<file path="src/rtl/game_timer_bcd.sv">
// BCD mm:ss countdown timer with IDLE/RUN/PAUSE/DONE control and a registered digit bank.
// Optional DONE-state display blink is enabled by defining GAME_TIMER_BLINK_EN.
module game_timer_bcd #(
  parameter int         CLK_HZ   = 100000000,
  parameter int         TICK_HZ  = 1,
  parameter logic [7:0] START_MM = 8'h01,
  parameter logic [7:0] START_SS = 8'h30
) (
  input  logic       clk,
  input  logic       reset,
  input  logic       load,
  input  logic       start,
  input  logic       pause,
  output logic [3:0] min_tens,
  output logic [3:0] min_ones,
  output logic [3:0] sec_tens,
  output logic [3:0] sec_ones,
  output logic       running,
  output logic       done,
  output logic       expired,
  output logic       blank
);

  localparam int              DIV   = CLK_HZ / TICK_HZ;
  localparam int              PW    = $clog2(DIV);
  localparam logic [PW-1:0]   LAST  = PW'(DIV - 1);
  localparam logic [15:0]     START = {START_MM, START_SS};

  typedef enum logic [1:0] {IDLE, RUN, PAUSE, DONE} state_t;

  state_t        state;
  logic [PW-1:0] presc;
  logic [15:0]   digits;
  logic [15:0]   dec_digits;
  logic          tick;

  // One-second BCD decrement with cascaded borrows; never called on 00:00.
  function automatic logic [15:0] bcd_dec(input logic [15:0] d);
    logic [3:0] mt, mo, st, so;
    {mt, mo, st, so} = d;
    if (so != 4'd0) begin
      so = so - 4'd1;
    end else begin
      so = 4'd9;
      if (st != 4'd0) begin
        st = st - 4'd1;
      end else begin
        st = 4'd5;
        if (mo != 4'd0) begin
          mo = mo - 4'd1;
        end else begin
          mo = 4'd9;
          mt = mt - 4'd1;
        end
      end
    end
    return {mt, mo, st, so};
  endfunction

  assign tick       = (presc == LAST);
  assign dec_digits = bcd_dec(digits);
  assign {min_tens, min_ones, sec_tens, sec_ones} = digits;

`ifdef GAME_TIMER_BLINK_EN
  logic blank_q;
  assign blank = blank_q;
`else
  assign blank = 1'b0;
`endif

  always_ff @(posedge clk) begin
    if (reset) begin
      state   <= IDLE;
      digits  <= START;
      presc   <= '0;
      running <= 1'b0;
      done    <= 1'b0;
      expired <= 1'b0;
`ifdef GAME_TIMER_BLINK_EN
      blank_q <= 1'b0;
`endif
    end else begin
      expired <= 1'b0;
      if (load) begin
        state   <= IDLE;
        digits  <= START;
        presc   <= '0;
        running <= 1'b0;
        done    <= 1'b0;
`ifdef GAME_TIMER_BLINK_EN
        blank_q <= 1'b0;
`endif
      end else begin
        case (state)
          IDLE: begin
            if (start) begin
              presc <= '0;
              if (digits == 16'h0000) begin
                state   <= DONE;
                done    <= 1'b1;
                expired <= 1'b1;
              end else begin
                state   <= RUN;
                running <= 1'b1;
              end
            end
          end
          // A pause request still lets this cycle's count and tick complete.
          RUN: begin
            if (tick) begin
              presc  <= '0;
              digits <= dec_digits;
            end else begin
              presc <= presc + 1'b1;
            end
            if (tick && dec_digits == 16'h0000) begin
              state   <= DONE;
              running <= 1'b0;
              done    <= 1'b1;
              expired <= 1'b1;
            end else if (pause && !start) begin
              state   <= PAUSE;
              running <= 1'b0;
            end
          end
          PAUSE: begin
            if (start || pause) begin
              state   <= RUN;
              running <= 1'b1;
            end
          end
          DONE: begin
`ifdef GAME_TIMER_BLINK_EN
            if (tick) begin
              presc   <= '0;
              blank_q <= ~blank_q;
            end else begin
              presc <= presc + 1'b1;
            end
`endif
          end
          default: begin
            state <= IDLE;
          end
        endcase
      end
    end
  end

endmodule

</file>
<file path="config.mk">
export PLATFORM = sky130hd
export DESIGN_NAME = game_timer_bcd
export DESIGN_NICKNAME = d
export VERILOG_FILES = /design/src/rtl/game_timer_bcd.sv
export SDC_FILE = /design/constraint.sdc
export NUM_CORES = 1
export LEC_CHECK = 0
export CORE_MARGIN = 5
export CORE_UTILIZATION = 25
export DETAILED_ROUTE_END_ITERATION = 8
export GPL_ROUTABILITY_DRIVEN = 0
export PLACE_DENSITY = 0.47
export SYNTH_ARGS = -nofsm -noshare
export SYNTH_HDL_FRONTEND = slang
export SYNTH_SLANG_ARGS = --single-unit
</file>
<file path="constraint.sdc">
create_clock -name clk -period 2.5 [get_ports clk]
set_input_delay 0.375 -clock clk [delete_from_list [all_inputs] [get_ports clk]]
set_output_delay 0.375 -clock clk [all_outputs]
set_load 0.005 [all_outputs]
</file>
==> flow_results.org, run 1 <==
** Critical path
- The worst setup path is captured at a flip-flop.
- Along the worst path, the maximum fanout reaches 6.
- WP data required :: ~2.7 ns
- Crit path launch type :: flip-flop
- In this run the critical register-to-register path is captured at digits[14]$_SDFFE_PP0P_.
- At the worst endpoint, the arrival time is between 2 and 3 ns.
- Number of cells on the worst reg-to-reg path :: 6
- The critical path starts at presc[0]$_SDFFE_PP0P_.
- The worst setup path is of the reg -> reg kind.
- Minimum setup slack among reg-to-reg paths :: around 0.18 ns
- Startpoint of the worst-slack reg-to-reg timing path :: presc[0]$_SDFFE_PP0P_

** Routing
- Pre-antenna DRT Iters :: 6
- Vias :: about 2.3k
- Detailed-route DRC error count :: 0
- After the first detailed-routing iteration, the DRC count stood at 141.
- After detailed routing, the total wire length is approximately 6600 um.
- Wire per inst :: about 14 um
- The count of nets left with antenna violations once routing finished came out at 0.
- In the routed layout, each cell is associated on average with a via count of slightly below 5.

** Finish
- Final core utilization :: a little under a third
- Layout area overhead :: 21.4%
- Diodes inserted :: 0
- Leaving out filler cells and counting taps, the final layout contains 480.
- Layout cells sized above 1 :: 9.88%
- The net count of the finished layout is about 360.

** Die
- After floorplanning, the core was sized to cover between 10,000 and 15,000 um^2.
- X dimension of the die :: 112 um
- Row generation in the floorplan step produced 37 rows.
- The initial utilization of the core area, before any placement, comes to between 20% and 30%.
- Chip Height :: ~110 um
- 25 I/O pins were placed.
- Area of the die :: ~13,000 um^2

** GRT
- The via count of the first global-routing pass was around 2.2k.
- Global-route wire length before repair :: 11,300 um
- Maximum number of pins on one net before global-route repair :: 23
- Initial antenna violation count :: 0
- Summed over all layers, the global routing overflow is 0.
- Global routing used roughly a tenth of the available tracks.

** STA
- Highest clock rate :: 431 MHz
- The count of final hold-check violations came to 0.
- The number of slew-limit violations in the final report came to 0.
- Final worst path period need :: between 2 and 2.5 ns
- Endpoints failing setup :: 0
- Relative max-transition margin :: 59.7%
- For the pin with the worst max-slew slack, the measured transition is between 0.5 and 0.6 ns.
- Setup repair after global routing missed its margin :: yes
- Crit share post-route :: ~93%
- Across the routed clock network, the largest skew measured is 0.00794 ns.

** Synth
- The Yosys step of the flow raised 0 warnings.
- Synth cell types :: 55
- Synthesis produced a netlist whose cell count is about 310.
- Post-Synthesis Mean Instance Area :: 8.37 um^2
- For this run, the leading register cell type out of synthesis is sky130_fd_sc_hd__dfxtp_1.
- Share of the yosys chip area belonging to registers :: approximately 37%
- Post-synth ARST share :: 0%
- Syn nets :: roughly 320
- FF+latch count, synth :: 48
- Cell area after synthesis :: 2610 um^2
- Counting flops with a built-in enable in the synthesized netlist gives 0.

** Clock network
- Bufs on Longest Clock Path :: 2
- Clock latency of the later-clocked register in the worst-skew pair :: roughly 0.30 ns
- CTS tree :: built
- Clock root cell :: sky130_fd_sc_hd__clkbuf_8
- The clock drives 48 sinks.
- Number of clock buffers inserted by TritonCTS :: 5
- Clock edge transition at the registers on the reported setup and hold paths :: approximately 0.09 ns
- For this design, the CTS-stage hold fixing added 0 buffers.
- In this run the number of H-tree levels came out at 2.

** Placement
- Port buffering added 23 buffers.
- The HPWL after detailed placement is about 4800 um.
- Cell count after placement :: roughly 470

** Min path
- Hold-critical path depth :: 2
- The worst hold path terminates at running$_SDFFE_PP0P_.
- Hold wc startpoint :: running$_SDFFE_PP0P_
- HP Class :: reg -> reg

** Power
- Standby leakage power :: between 0.0009 and 0.001 uW
- Power spread over the standard cell area amounts to ~460 nW/um^2.
- Maximum ir drop on the vdd rail :: approximately 0.23 mV

** Run status
- The run finished with clean final reports.

** Run
- Max-cap violations in this run came to 0.
-- power by group --
group / total [uW] / switching, uW / leakage [uW] / internal (uW)
sequential: 773 / 4.36 / 0.000387 / 769
combinational: 117 / 68.3 / 0.000552 / 49.0
clock: 562 / 264 / 0.0000552 / 297
-- state kept, by name, summed over array words and instances, names as in the netlist --
signal and flops:
presc 27, done 1, digits 16, expired 1
running 1, state 2
-- placed cells by master, fill, tap and decap left out, drive strengths merged, types with 2 or more instances in the layout --
cell type	instances
a211oi	4
or2	3
nor4bb	2
inv	13
and3	2
or4b	2
mux2	2
and2	3
and4	4
nand3	12
a21oi	11
xnor2	12
a41oi	2
buf	11
clkbuf	6
o21ai	10
nand2	27
a31o	2
nand4	18
nor4	12
nand2b	2
a31oi	4
o21a	2
nor3	13
xor2	12
dfxtp	48
clkdlybuf4s50	23
ha	7
nor4b	5
or4	6
nor2	41
mux2i	4
o211ai	2
-- Yosys cell counts (3+ instances only) --
| cell | instances | area, um^2 |
|---|---|---|
| sky130_fd_sc_hd__or2_2 | 3 | 18.8 |
| sky130_fd_sc_hd__nor4b_1 | 3 | 26.3 |
| sky130_fd_sc_hd__a31oi_1 | 4 | 25.0 |
| sky130_fd_sc_hd__and4_1 | 4 | 35.0 |
| sky130_fd_sc_hd__dfxtp_1 | 48 | 961 |
| sky130_fd_sc_hd__nand3_1 | 12 | 60.1 |
| sky130_fd_sc_hd__and2_1 | 3 | 18.8 |
| sky130_fd_sc_hd__xnor2_1 | 12 | 105 |
| sky130_fd_sc_hd__ha_1 | 7 | 87.6 |
| sky130_fd_sc_hd__xor2_1 | 12 | 105 |
| sky130_fd_sc_hd__nor2_1 | 41 | 154 |
| sky130_fd_sc_hd__nor4_1 | 10 | 62.6 |
| sky130_fd_sc_hd__nand4_1 | 17 | 106 |
| sky130_fd_sc_hd__inv_1 | 13 | 48.8 |
| sky130_fd_sc_hd__a21oi_1 | 11 | 55.1 |
| sky130_fd_sc_hd__o21ai_0 | 9 | 45.0 |
| sky130_fd_sc_hd__or4_1 | 6 | 45.0 |
| sky130_fd_sc_hd__clkbuf_1 | 6 | 22.5 |
| sky130_fd_sc_hd__a211oi_1 | 4 | 30.0 |
| sky130_fd_sc_hd__nor3_1 | 12 | 60.1 |
| sky130_fd_sc_hd__nand2_1 | 27 | 101 |
| sky130_fd_sc_hd__mux2i_1 | 4 | 40.0 |
| sky130_fd_sc_hd__buf_2 | 3 | 15.0 |
-- stage by stage --
stage | power [uW] | hold slack (ns) | worst slack, ns | area [um^2] | TNS [ns]
4_1_cts | 1480 | 0.466 | 0.155 | 3160 | 0
3_5_place_dp | 909 | 0.453 | 0.190 | 3050 | 0
2_1_floorplan | 866 | 0.451 | 0.513 | 2610 | 0
6_report | 1450 | 0.460 | 0.181 | 3170 | 0
5_1_grt | 1530 | 0.486 | -0.00181 | 3170 | -0.00181
3_3_place_gp | 909 | 0.449 | 0.209 | 3050 | 0
-- worst max-delay path by stage --
stage               cells after the start  slack, ns                       to
global route                            6     -0.002   digits[5]$_SDFFE_PP1P_
detailed placement                      6       0.19  digits[14]$_SDFFE_PP0P_
floorplan                               7       0.51   presc[26]$_SDFFE_PP0P_
CTS                                     6       0.16  digits[14]$_SDFFE_PP0P_
global placement                        5       0.21     running$_SDFFE_PP0P_
finish                                  6       0.18  digits[14]$_SDFFE_PP0P_
-- timing repair --
action,CTS,global route
endpoints found under the hold margin,0,0
buffers inserted,0,0
gates resized for setup,0,2
endpoints found under the setup margin,0,7
-- kinds of logic after synthesis --
family,count (synthesis),share of synthesized area (%)
and+or+nand+nor,156,33.6
DFF,48,36.8
AOI/OAI and AO/OA,47,12.0
xor gates and xnor gates,24,8.05
buffers and inverters,23,3.59
adders and majority gates,7,3.35
muxes,6,2.40
other,1,0.144
-- critical path, cell delays in order (launching register included) --
cell and delay, ns:
sky130_fd_sc_hd__dfxtp_1 0.41, sky130_fd_sc_hd__ha_1 0.24, sky130_fd_sc_hd__nand4_1 0.23, sky130_fd_sc_hd__nand4b_1 0.49
sky130_fd_sc_hd__nor4b_4 0.53, sky130_fd_sc_hd__a21oi_1 0.13, sky130_fd_sc_hd__a31o_1 0.19
-- cell type report --
cell class                      count  area, um^2
Clock buffer                        6        72.6
Sequential cell                    48         961
Clock inverter                      2        35.0
Multi-Input combinational cell    241        1570
Inverter                           13        48.8
Timing Repair Buffer               34         313
Tap cell                          136         170
Fill cell                        1120        7110
-- layer usage --
| metal | part of all wire (%) | GRT usage (%) |
|---|---|---|
| met1 | 52 | 15.0 |
| met2 | 44 | 16.5 |
| met3 | 3.7 | 2.59 |
| met4 | 0.65 | 2.08 |
| met5 | 0 | 0 |
Power figures use the tool's default switching activity.
==> run 2: changes to the inputs <==
--- a/config.mk
+++ b/config.mk
@@ -7,9 +7,12 @@
 export LEC_CHECK = 0
 export CORE_MARGIN = 5
 export CORE_UTILIZATION = 25
+export CTS_BUF_LIST = sky130_fd_sc_hd__clkbuf_8
 export DETAILED_ROUTE_END_ITERATION = 8
+export DONT_BUFFER_PORTS = 1
 export GPL_ROUTABILITY_DRIVEN = 0
-export PLACE_DENSITY = 0.47
+export HOLD_SLACK_MARGIN = 0.03
+export PLACE_DENSITY = 0.44
 export SYNTH_ARGS = -nofsm -noshare
 export SYNTH_HDL_FRONTEND = slang
 export SYNTH_SLANG_ARGS = --single-unit
==> run 2 against run 1 <==
  * Power is 0.92% lower
  * Critical path depth stayed put
  * Fmax is 0.30% lower
  * Critical path type unchanged
  * Largest cell class unchanged
==> flow_results.org, run 2 (synthesized netlist as in run 1, its figures left out) <==
** Run status
- The flow ran to the end, and the final reports show no timing, DRC or antenna violations.

** Placement
- Total of buffers placed on input and output ports :: 0 (-100%)
- Half-perimeter wire length of the detailed placement result :: 4790 um (-0.75%)

** GRT
- The initial antenna violation count came to 0 (unchanged).
- The global-route usage over all layers came to 10.4% (-0.22 points).
- The first-pass GRT wire length is 10,900 um (-3.6%).
- The maximum number of pins on one net before global-route repair came to 23 (unchanged).
- Grt ovf :: 0 (unchanged)
- The via count of the first global-routing pass is 2,131 (-4.6%).

** Critical path
- The data arrival time of the worst path came to 2.53 ns (about the same).
- Highest fanout seen on the critical path :: 6 (unchanged)
- The setup slack of the most critical reg-to-reg path is 0.17 ns (about the same).
- WP data required :: 2.70 ns (about the same)
- The setup path with the least slack is of type reg -> reg.
- Cell-by-cell listing of the critical path :: ha_2 -> nand4_1 -> nand4b_1 -> nor4b_4 -> a21oi_1 -> a31o_1
- STA classifies the critical path startpoint as a flip-flop.
- Kind of capture point of the worst setup path :: flip-flop
- Number of cells on the worst reg-to-reg path :: 6 (unchanged)
- In this run the critical register-to-register path is captured at digits[14]$_SDFFE_PP0P_.
- In this run the critical register-to-register path is launched from presc[0]$_SDFFE_PP0P_.
- Delay contributed by the slowest stage of the critical path :: 0.51 ns (-0.02 ns)
- Among all stages on the critical path, the largest delay is contributed by sky130_fd_sc_hd__nor4b_4.

** Finish
- The library cell used most frequently in the layout, excluding fill and tap cells, is sky130_fd_sc_hd__dfxtp_1.
- The utilization after layout came to 28.4% (-2.4 points).
- The largest registers in the layout are presc x27, digits x16, state x2.
- The share of final-layout standard cells stronger than drive strength 1 is 9.72% (-0.17 points).
- Relative to the synthesized area, the layout overhead comes to 11.9%.
- In the layout the commonest cells are 48 x sky130_fd_sc_hd__dfxtp_1, 41 x sky130_fd_sc_hd__nor2_1, 27 x sky130_fd_sc_hd__nand2_1.
- Diodes inserted :: 0 (unchanged)
- presc holds more flip-flops than any other register.
- The number of flip-flops under the largest register name is 27 (unchanged).
- NumNets Final :: 330 (-7.0%)

** STA
- Number of slew-limit violations in the final report :: 0 (unchanged)
- The largest clock skew in the final design came to 0.00946 ns (+0.00152 ns).
- The number of setup violations in the final report came to 0 (unchanged).
- The maximum frequency from static timing analysis was 430 MHz (-0.30%).
- Final Hold Violating Endpoints :: 0 (unchanged)
- The relative slew slack came to 59.6% (-0.11 points).
- Final worst path period need :: 2.33 ns (+0.00688 ns)
- The fraction of the cycle the final worst path needs was 93.1% (+0.28 points).
- TNS Setup :: 0 ns (unchanged)
- The pin slew with the least headroom to its limit is 0.601 ns (+0.00168 ns).

** Min path
- HP Class :: in -> reg
- Worst min-delay path endpoint :: expired$_SDFF_PP0_
- Hold-critical path depth :: 3 (+1)
- In this run the most critical hold path is launched from start.

** Power
- Power density normalized to cell area :: 492 nW/um^2 (+7.4%)
- The leakage power total came to 0.000916 uW (-7.9%).
- The maximum resistive drop on vdd came to 0.223 mV (-1.9%).
- The total power consumption of the routed design came to 1440 uW (-0.92%).

** Routing
- Vias :: 2,307 (-1.1%)
- Total detailed-routing wirelength :: 6530 um (-0.65%)
- Post-DRT Antenna Nets :: 0 (unchanged)
- The highest metal layer carrying signal wires in the routed design is met4.
- The detailed route wirelength on metal2 came to 3050 um (+6.1%).
- Routed metal-1 wirelength :: 3110 um (-8.9%)
- Detailed-route DRC error count :: 0 (unchanged)
- Initial detailed-routing violation count :: 142 (+0.71%)
- The total met3 wirelength after detailed routing was 323 um (+33%).
- The number of search-and-repair iterations in the first detailed-routing pass was 4 (-2).
- Via density per instance :: 5.07 (+4.4%)
- Wire per inst :: 14.4 um (+4.8%)

** Run
- The max-capacitance violation count was 0 (unchanged).

** Die
- Standard cell core area :: 10,300 um^2 (unchanged)
- X dimension of the die :: 112 um (unchanged)
- Chip Height :: 112 um (unchanged)
- Number of placement rows :: 37 (unchanged)
- Area of the die :: 12,600 um^2 (unchanged)
- The initial core utilization was 25.4% (unchanged).
- # IOs :: 25 (unchanged)

** Clock network
- TritonCTS built the clock tree.
- Number of buffers inserted for hold repair after clock tree synthesis :: 0 (unchanged)
- Bufs on Longest Clock Path :: 2 (unchanged)
- Clock root cell :: sky130_fd_sc_hd__clkbuf_8
- The total clock sinks came to 48 (unchanged).
- Number of clock buffers inserted by TritonCTS :: 5 (unchanged)
- The later-pin clock latency in the skew report is 0.30 ns (about the same).
- Number of levels the H-tree was split into :: 2 (unchanged)
- The clock slew at the register clock pins of the worst setup and hold paths came to 0.09 ns (about the same).
run 2: what timing repair did:
item,in CTS,in global routing
resized for setup,0,2
buffers inserted,0,0
setup endpoints to repair,0,4
run 2: area by class of cell:
cell class              instances  area [um^2]
fillers                      1119         7350
repair buffers                  9         67.6
clock buffers                   5         68.8
clock inverters                 3         38.8
multi-input cells             241         1570
flip-flops and latches         48          961
inverters                      13         48.8
well taps                     136          170
run 2: worst max path at each step:
| stage | startpoint | end | slack, ns | depth (start not counted) |
|---|---|---|---|---|
| final | presc[0]$_SDFFE_PP0P_ | digits[14]$_SDFFE_PP0P_ | 0.17 | 6 |
| after floorplan | presc[0]$_SDFFE_PP0P_ | presc[26]$_SDFFE_PP0P_ | 0.51 | 7 |
| after CTS | presc[0]$_SDFFE_PP0P_ | digits[14]$_SDFFE_PP0P_ | 0.16 | 6 |
| after detailed placement | presc[0]$_SDFFE_PP0P_ | digits[14]$_SDFFE_PP0P_ | 0.20 | 6 |
| after global routing | presc[0]$_SDFFE_PP0P_ | digits[15]$_SDFFE_PP0P_ | -0.02 | 6 |
| after global placement | digits[12]$_SDFFE_PP0P_ | running$_SDFFE_PP0P_ | 0.23 | 5 |
run 2: metrics by stage:
stage / instance area (um^2) / setup WS [ns] / cells / hold slack (ns)
2_1_floorplan: 2610 / 0.513 / 312 / 0.451
3_3_place_gp: 2800 / 0.227 / 447 / 0.475
3_5_place_dp: 2800 / 0.198 / 447 / 0.475
4_1_cts: 2910 / 0.162 / 455 / 0.368
5_1_grt: 2920 / -0.0155 / 455 / 0.380
6_report: 2920 / 0.174 / 455 / 0.370
run 2: report_power, final:
part           switching, uW  internal [uW]  total [uW]
combinational           64.9           39.2         104
sequential              4.80            769         774
clock                    268            293         561
run 2: metal layers:
| metal | vias up | track usage (%) |
|---|---|---|
| li1 | 1148 | - |
| met1 | 1115 | 13.8 |
| met2 | 37 | 16.6 |
| met3 | 7 | 3.02 |
| met4 | 0 | 2.56 |
| met5 | - | 0 |
run 2: worst max-delay path, delay by kind of cell (launching register included):
family	cells	cell delay, ns
compound gates	2	0.33
simple gates	3	1.23
flops	1	0.42
fa+ha+maj	1	0.24
